==> src/rtl/sub_64bit_pipe_pkg.sv <==
// Shared sizing and the per-stage pipeline record for the pipelined subtractor.
package sub_pkg;

  localparam int WIDTH_DEF  = 64;
  localparam int STAGES_DEF = 4;
  localparam int CHUNK_DEF  = WIDTH_DEF / STAGES_DEF;

  // One pipeline stage. diff_lo collects result chunks shifted in from the top,
  // so after the last stage it holds the full difference. a_hi/b_hi keep the
  // operand bits not yet processed, right-aligned for the next stage.
  typedef struct packed {
    logic                 valid;
    logic                 borrow;
    logic [WIDTH_DEF-1:0] diff_lo;
    logic [WIDTH_DEF-1:0] a_hi;
    logic [WIDTH_DEF-1:0] b_hi;
    logic                 a_msb;
    logic                 b_msb;
  } stage_t;

  // Signed overflow of a - b: the operand signs differ and the result sign
  // does not follow the minuend.
  function automatic logic ovf_calc(input logic a_msb, input logic b_msb, input logic d_msb);
    return (a_msb != b_msb) && (d_msb != a_msb);
  endfunction

endpackage

==> src/rtl/sub_64bit_pipe_if.sv <==
// Operand/result handshake bundle for the pipelined subtractor.
interface sub_64bit_pipe_if
  import sub_pkg::*;
#(
  parameter int WIDTH = WIDTH_DEF
) ();

  logic             in_valid;
  logic             in_ready;
  logic [WIDTH-1:0] a;
  logic [WIDTH-1:0] b;
  logic             bin;
  logic             out_valid;
  logic             out_ready;
  logic [WIDTH-1:0] diff;
  logic             bout;
  logic             zero;
  logic             ovf;

  modport master (
    output in_valid, a, b, bin, out_ready,
    input  in_ready, out_valid, diff, bout, zero, ovf
  );

  modport slave (
    input  in_valid, a, b, bin, out_ready,
    output in_ready, out_valid, diff, bout, zero, ovf
  );

endinterface

==> src/rtl/sub_64bit_pipe_chunk.sv <==
// Combinational ripple-borrow slice: d = x - y - bi, bo = borrow out of the MSB.
module sub_chunk
  import sub_pkg::*;
#(
  parameter int CHUNK = CHUNK_DEF
) (
  input  logic [CHUNK-1:0] x,
  input  logic [CHUNK-1:0] y,
  input  logic             bi,
  output logic [CHUNK-1:0] d,
  output logic             bo
);

  logic [CHUNK:0] brw_s;

  // Ripple the borrow from bit 0 upward through the slice.
  always_comb begin
    brw_s    = '0;
    d        = '0;
    brw_s[0] = bi;
    for (int i = 0; i < CHUNK; i++) begin
      d[i]       = x[i] ^ y[i] ^ brw_s[i];
      brw_s[i+1] = (~x[i] & y[i]) | (~(x[i] ^ y[i]) & brw_s[i]);
    end
  end

  assign bo = brw_s[CHUNK];

endmodule

==> src/rtl/sub_64bit_pipe.sv <==
// Pipelined subtractor: diff = a - b - bin, one CHUNK-wide slice per stage,
// plus a registered output stage that also derives zero and ovf.
// WIDTH must equal the package record width and be a multiple of STAGES.
module sub_64bit_pipe
  import sub_pkg::*;
#(
  parameter int WIDTH  = WIDTH_DEF,
  parameter int STAGES = STAGES_DEF
) (
  input logic             clk,
  input logic             rst_n,
  sub_64bit_pipe_if.slave bus
);

  localparam int CHUNK = WIDTH / STAGES;

  stage_t           st_r  [STAGES];
  stage_t           nxt_s [STAGES];
  logic             adv_s;
  logic             out_valid_r;
  logic [WIDTH-1:0] diff_r;
  logic             bout_r;
  logic             zero_r;
  logic             ovf_r;

  // The whole pipe moves as one; it only stops when a result is waiting.
  assign adv_s         = !out_valid_r || bus.out_ready;
  assign bus.in_ready  = adv_s;
  assign bus.out_valid = out_valid_r;
  assign bus.diff      = diff_r;
  assign bus.bout      = bout_r;
  assign bus.zero      = zero_r;
  assign bus.ovf       = ovf_r;

  for (genvar k = 0; k < STAGES; k++) begin : g_stage
    stage_t           src_s;
    logic [CHUNK-1:0] d_s;
    logic             bo_s;

    if (k == 0) begin : g_src_in
      assign src_s = '{valid:   bus.in_valid,
                       borrow:  bus.bin,
                       diff_lo: {WIDTH{1'b0}},
                       a_hi:    bus.a,
                       b_hi:    bus.b,
                       a_msb:   bus.a[WIDTH-1],
                       b_msb:   bus.b[WIDTH-1]};
    end else begin : g_src_prev
      assign src_s = st_r[k-1];
    end

    sub_chunk #(.CHUNK(CHUNK)) u_chunk (
      .x  (src_s.a_hi[CHUNK-1:0]),
      .y  (src_s.b_hi[CHUNK-1:0]),
      .bi (src_s.borrow),
      .d  (d_s),
      .bo (bo_s)
    );

    assign nxt_s[k] = '{valid:   src_s.valid,
                        borrow:  bo_s,
                        diff_lo: {d_s, src_s.diff_lo[WIDTH-1:CHUNK]},
                        a_hi:    src_s.a_hi >> CHUNK,
                        b_hi:    src_s.b_hi >> CHUNK,
                        a_msb:   src_s.a_msb,
                        b_msb:   src_s.b_msb};
  end

  // Stage registers: shift forward together (bubbles included) when advancing.
  always_ff @(posedge clk or negedge rst_n) begin
    if (!rst_n) begin
      for (int k = 0; k < STAGES; k++) begin
        st_r[k] <= '0;
      end
    end else if (adv_s) begin
      for (int k = 0; k < STAGES; k++) begin
        st_r[k] <= nxt_s[k];
      end
    end
  end

  // Output register: load a finished result, keep data stable across bubbles and stalls.
  always_ff @(posedge clk or negedge rst_n) begin
    if (!rst_n) begin
      out_valid_r <= 1'b0;
      diff_r      <= '0;
      bout_r      <= 1'b0;
      zero_r      <= 1'b0;
      ovf_r       <= 1'b0;
    end else if (adv_s) begin
      out_valid_r <= st_r[STAGES-1].valid;
      if (st_r[STAGES-1].valid) begin
        diff_r <= st_r[STAGES-1].diff_lo;
        bout_r <= st_r[STAGES-1].borrow;
        zero_r <= (st_r[STAGES-1].diff_lo == {WIDTH{1'b0}});
        ovf_r  <= ovf_calc(st_r[STAGES-1].a_msb, st_r[STAGES-1].b_msb,
                           st_r[STAGES-1].diff_lo[WIDTH-1]);
      end
    end
  end

endmodule

==> src/flat_wrapper.sv <==
// flat-port wrapper written by rule: the top's interface ports become plain ports
module sub_64bit_pipe_flat import sub_pkg::*;
#(
  parameter int WIDTH  = WIDTH_DEF,
  parameter int STAGES = STAGES_DEF
)
  (clk, rst_n, bus_in_valid, bus_a, bus_b, bus_bin, bus_out_ready, bus_in_ready, bus_out_valid, bus_diff, bus_bout, bus_zero, bus_ovf);
  sub_64bit_pipe_if #(.WIDTH(WIDTH)) bus_i ();
  input logic clk;
  input logic rst_n;
  input wire logic [$bits(bus_i.in_valid)-1:0] bus_in_valid;
  input wire logic [$bits(bus_i.a)-1:0] bus_a;
  input wire logic [$bits(bus_i.b)-1:0] bus_b;
  input wire logic [$bits(bus_i.bin)-1:0] bus_bin;
  input wire logic [$bits(bus_i.out_ready)-1:0] bus_out_ready;
  output wire logic [$bits(bus_i.in_ready)-1:0] bus_in_ready;
  output wire logic [$bits(bus_i.out_valid)-1:0] bus_out_valid;
  output wire logic [$bits(bus_i.diff)-1:0] bus_diff;
  output wire logic [$bits(bus_i.bout)-1:0] bus_bout;
  output wire logic [$bits(bus_i.zero)-1:0] bus_zero;
  output wire logic [$bits(bus_i.ovf)-1:0] bus_ovf;
  assign bus_i.in_valid = bus_in_valid;
  assign bus_i.a = bus_a;
  assign bus_i.b = bus_b;
  assign bus_i.bin = bus_bin;
  assign bus_i.out_ready = bus_out_ready;
  assign bus_in_ready = bus_i.in_ready;
  assign bus_out_valid = bus_i.out_valid;
  assign bus_diff = bus_i.diff;
  assign bus_bout = bus_i.bout;
  assign bus_zero = bus_i.zero;
  assign bus_ovf = bus_i.ovf;
  sub_64bit_pipe #(.WIDTH(WIDTH), .STAGES(STAGES)) u_core (.clk(clk), .rst_n(rst_n), .bus(bus_i));
endmodule
==> config.mk <==
export PLATFORM = sky130hd
export DESIGN_NAME = sub_64bit_pipe_flat
export DESIGN_NICKNAME = d
export VERILOG_FILES = /design/src/rtl/sub_64bit_pipe_pkg.sv /design/src/rtl/sub_64bit_pipe_if.sv /design/src/rtl/sub_64bit_pipe_chunk.sv /design/src/rtl/sub_64bit_pipe.sv /design/src/flat_wrapper.sv
export SDC_FILE = /design/constraint.sdc
export NUM_CORES = 1
export LEC_CHECK = 0
export ABC_AREA = 1
export CAP_MARGIN = 10
export CORE_AREA = 2 2 201 203
export CTS_BUF_LIST = sky130_fd_sc_hd__clkbuf_16
export CTS_CLUSTER_SIZE = 8
export DETAILED_ROUTE_END_ITERATION = 16
export DIE_AREA = 0 0 203 205
export DONT_BUFFER_PORTS = 1
export PLACE_DENSITY_LB_ADDON = 0.05
export REMOVE_ABC_BUFFERS = 1
export SYNTH_ARGS = -nofsm -noshare
export SYNTH_HDL_FRONTEND = slang
export SYNTH_SLANG_ARGS = --single-unit
==> constraint.sdc <==
create_clock -name clk -period 12 [get_ports clk]
set_input_delay 2.4 -clock clk [delete_from_list [all_inputs] [get_ports clk]]
set_output_delay 2.4 -clock clk [all_outputs]
set_load 0.1 [all_outputs]
==> flow_summary.json <==
{
  "dp_hpwl_um": 22600,
  "status": "complete, no violations",
  "design.core.area_um2": 39400,
  "hold_path.class": "reg2reg",
  "power_switching_w": 0.00259,
  "vias_per_cell": 4.75,
  "root_buffer": "clkbuf_16",
  "drt-total-wl_um": 37400,
  "synth_fa_ha_area_frac": 0.0731,
  "ir_drop_uv": 140,
  "setup_viol": 0,
  "grt_overflow": 0,
  "p_int_w": 0.00347,
  "grt_usage": 0.188,
  "clk_pin_slew_ns": 0.05,
  "crit_fanout": 1,
  "rsz0062_at_grt": "false",
  "pwr-share-clk": 0.238,
  "power_frac_seq": 0.525,
  "holdPathStages": 2,
  "final_hold_viol_count": 0,
  "drv_slew": 0,
  "fin_util": 0.492,
  "synth.distinct_cells": 17,
  "tritoncts": "built",
  "synth_xor_area_frac": 0,
  "synth-seq-cells": 430,
  "p_per_area_nw_per_um2": 313,
  "wl_per_cell_um": 15.8,
  "cts_made_buffers": 59,
  "grt_max_degree": 431,
  "clkSinkCount": 430,
  "required_ns": 12.44,
  "ys_seq_area_frac": 0.614,
  "reg2reg_depth": 21,
  "vias": 11300,
  "netlist_instances": 1866,
  "grt_first_pass_wirelength_um": 61600,
  "ctsHoldBuffers": 0,
  "crit_type": "in2reg",
  "fin_crit_sh": 0.706,
  "total_power_w": 0.00606,
  "slew_headroom": 0.145,
  "synth_top_family_by_area": "simple AND/OR/NAND/NOR gates",
  "ant_nets": 0,
  "dr.pass1.iters": 4,
  "worst_pin_slew_ns": 1.28,
  "skew_ns": 0.0203,
  "initial_core_util": 0.446,
  "syn_area_um2": 17500,
  "p_comb_frac": 0.237,
  "swShare": 0.427,
  "die_w_um": 203,
  "drive_gt1_frac": 0.0401,
  "row_count": 73,
  "yosys.area_share.simple": 0.207,
  "period_needed_ns": 8.47,
  "critPathLaunchType": "input port",
  "timing.fmax_mhz": 118,
  "antenna_found_initial": 1,
  "die_h_um": 205,
  "insertion_delay_ns": 0.59,
  "diodes": 0,
  "cts_setup_buffers": 0,
  "fin_nets": 2040,
  "endpoint_kind": "flip-flop",
  "drv_cap": 0,
  "place.gp.congestion": 0.747,
  "total_leakage_power_nw": 9.81,
  "ctsResizeCount": 0,
  "cts_buffer_depth": 3,
  "ios": 202,
  "yosysWarnings": 0,
  "drtIter0Drc": 695,
  "htreeDepth": 2,
  "syn_to_final_growth_pct": 10.5,
  "post-route-drc-count": 0,
  "dieArea_um2": 41600,
  "synth_compound_area_frac": 0.0561,
  "grt_pass1_vias": 11500,
  "synthMuxAreaShare": 0,
  "syn_avg_cell_area_um2": 9.40,
  "io_buffers": 0,
  "cp.arrival_ns": 8.91
}
-- layout by cell type (no fill, tap or decap), drive strengths merged --
| cell | count |
|---|---|
| nand2 | 914 |
| dfrtp | 430 |
| o21ai | 194 |
| inv | 123 |
| fa | 64 |
| clkbuf | 61 |
| nor2 | 40 |
| buf | 9 |
| nand3 | 3 |
| clkinv | 2 |
| a21oi | 1 |
| nand4 | 1 |
| nor3 | 1 |
| o21a | 1 |
-- per-stage QoR --
stage | setup slack, ns | instance area [µm²] | instances | TNS (ns) | hold WS, ns
2_1_floorplan | -1.10 | 17100 | 1773 | -1.10 | 0.442
3_3_place_gp | 2.92 | 17800 | 2307 | 0 | 0.454
3_5_place_dp | 2.86 | 17800 | 2307 | 0 | 0.452
4_1_cts | 3.53 | 19400 | 2369 | 0 | 0.462
5_1_grt | 3.29 | 19400 | 2369 | 0 | 0.478
6_report | 3.53 | 19400 | 2369 | 0 | 0.460
-- area by class of cell --
cell class,count,area [µm²]
multi-input cells,1219,5890
fillers,3821,20000
clock buffers,61,1530
well taps,525,657
repair buffers,9,67.6
inverters,124,474
clock inverters,1,3.75
flip-flops and latches,430,10800
-- layer usage --
metal,share of wire,wire [µm],track usage,vias up
li1,-,-,-,5601
met2,0.44,16600,0.287,208
met3,0.072,2690,0.0579,66
met4,0.019,721,0.0555,2
met1,0.47,17400,0.259,5377
met5,0.00043,16,0,-
-- logic make-up after synthesis --
| group | after synthesis |
|---|---|
| adder cells (fa/ha/maj) | 64 |
| AND/OR/NAND/NOR | 959 |
| buffers and inverters | 217 |
| flip-flops | 430 |
| AO/OA/AOI/OAI | 196 |
-- synth_stat cells --
| cell | n | area, µm² |
|---|---|---|
| buf_2 | 31 | 155 |
| nor2_1 | 38 | 143 |
| buf_1 | 3 | 11.3 |
| nor2_4 | 2 | 22.5 |
| buf_4 | 10 | 75.1 |
| inv_2 | 2 | 7.51 |
| nand4_1 | 1 | 6.26 |
| dfrtp_1 | 430 | 10800 |
| fa_1 | 64 | 1280 |
| o21a_1 | 1 | 7.51 |
| nand2_1 | 914 | 3430 |
| inv_1 | 122 | 458 |
| nor3_1 | 1 | 5.00 |
| nand3_1 | 3 | 15.0 |
| a21oi_1 | 1 | 5.00 |
| o21ai_0 | 194 | 971 |
| clkbuf_1 | 49 | 184 |
-- critical path, stage by stage --
cell and delay, ns:
inv_1 0.06, fa_1 0.17, inv_1 0.05, fa_1 0.38, fa_1 0.40, fa_1 0.40
fa_1 0.39, fa_1 0.43, fa_1 0.40, fa_1 0.39, fa_1 0.38, fa_1 0.39
fa_1 0.38, fa_1 0.50, fa_1 0.42, fa_1 0.38, fa_1 0.36, inv_1 0.07
fa_1 0.40, nand2_1 0.07, o21ai_0 0.08
-- power groups by stage --
stage | Combinational [W] | Clock [W] | Sequential, W
global placement | 0.00145 | 0 | 0.00320
finish | 0.00144 | 0.00145 | 0.00318
CTS | 0.00150 | 0.00150 | 0.00319
detailed placement | 0.00149 | 0 | 0.00321
global route | 0.00172 | 0.00155 | 0.00327
floorplan | 0.00113 | 0 | 0.00308
-- state kept, by name, indices dropped and copies added (netlist names) --
name / count
u_core.bus.bout: 1
u_core.bus.diff: 64
u_core.bus.out_valid: 1
u_core.bus.ovf: 1
u_core.bus.zero: 1
u_core.g_stage.src_s: 294
u_core.st_r: 68
-- path summary, 6_finish.rpt --
check | from | endpoint | slack, ns
max in group asynchronous | rst_n | u_core.g_stage[2].src_s[69] | 9.44
min in group asynchronous | rst_n | u_core.bus.out_valid | 1.51
min reg2reg | u_core.g_stage[1].src_s[178] | u_core.g_stage[2].src_s[162] | 0.46
max reg2reg | u_core.g_stage[3].src_s[194] | u_core.st_r[193] | 3.95
max | bus_bin | u_core.g_stage[1].src_s[193] | 3.53
min | u_core.g_stage[1].src_s[178] | u_core.g_stage[2].src_s[162] | 0.46
Note: power is estimated with default switching activity, not from simulation.
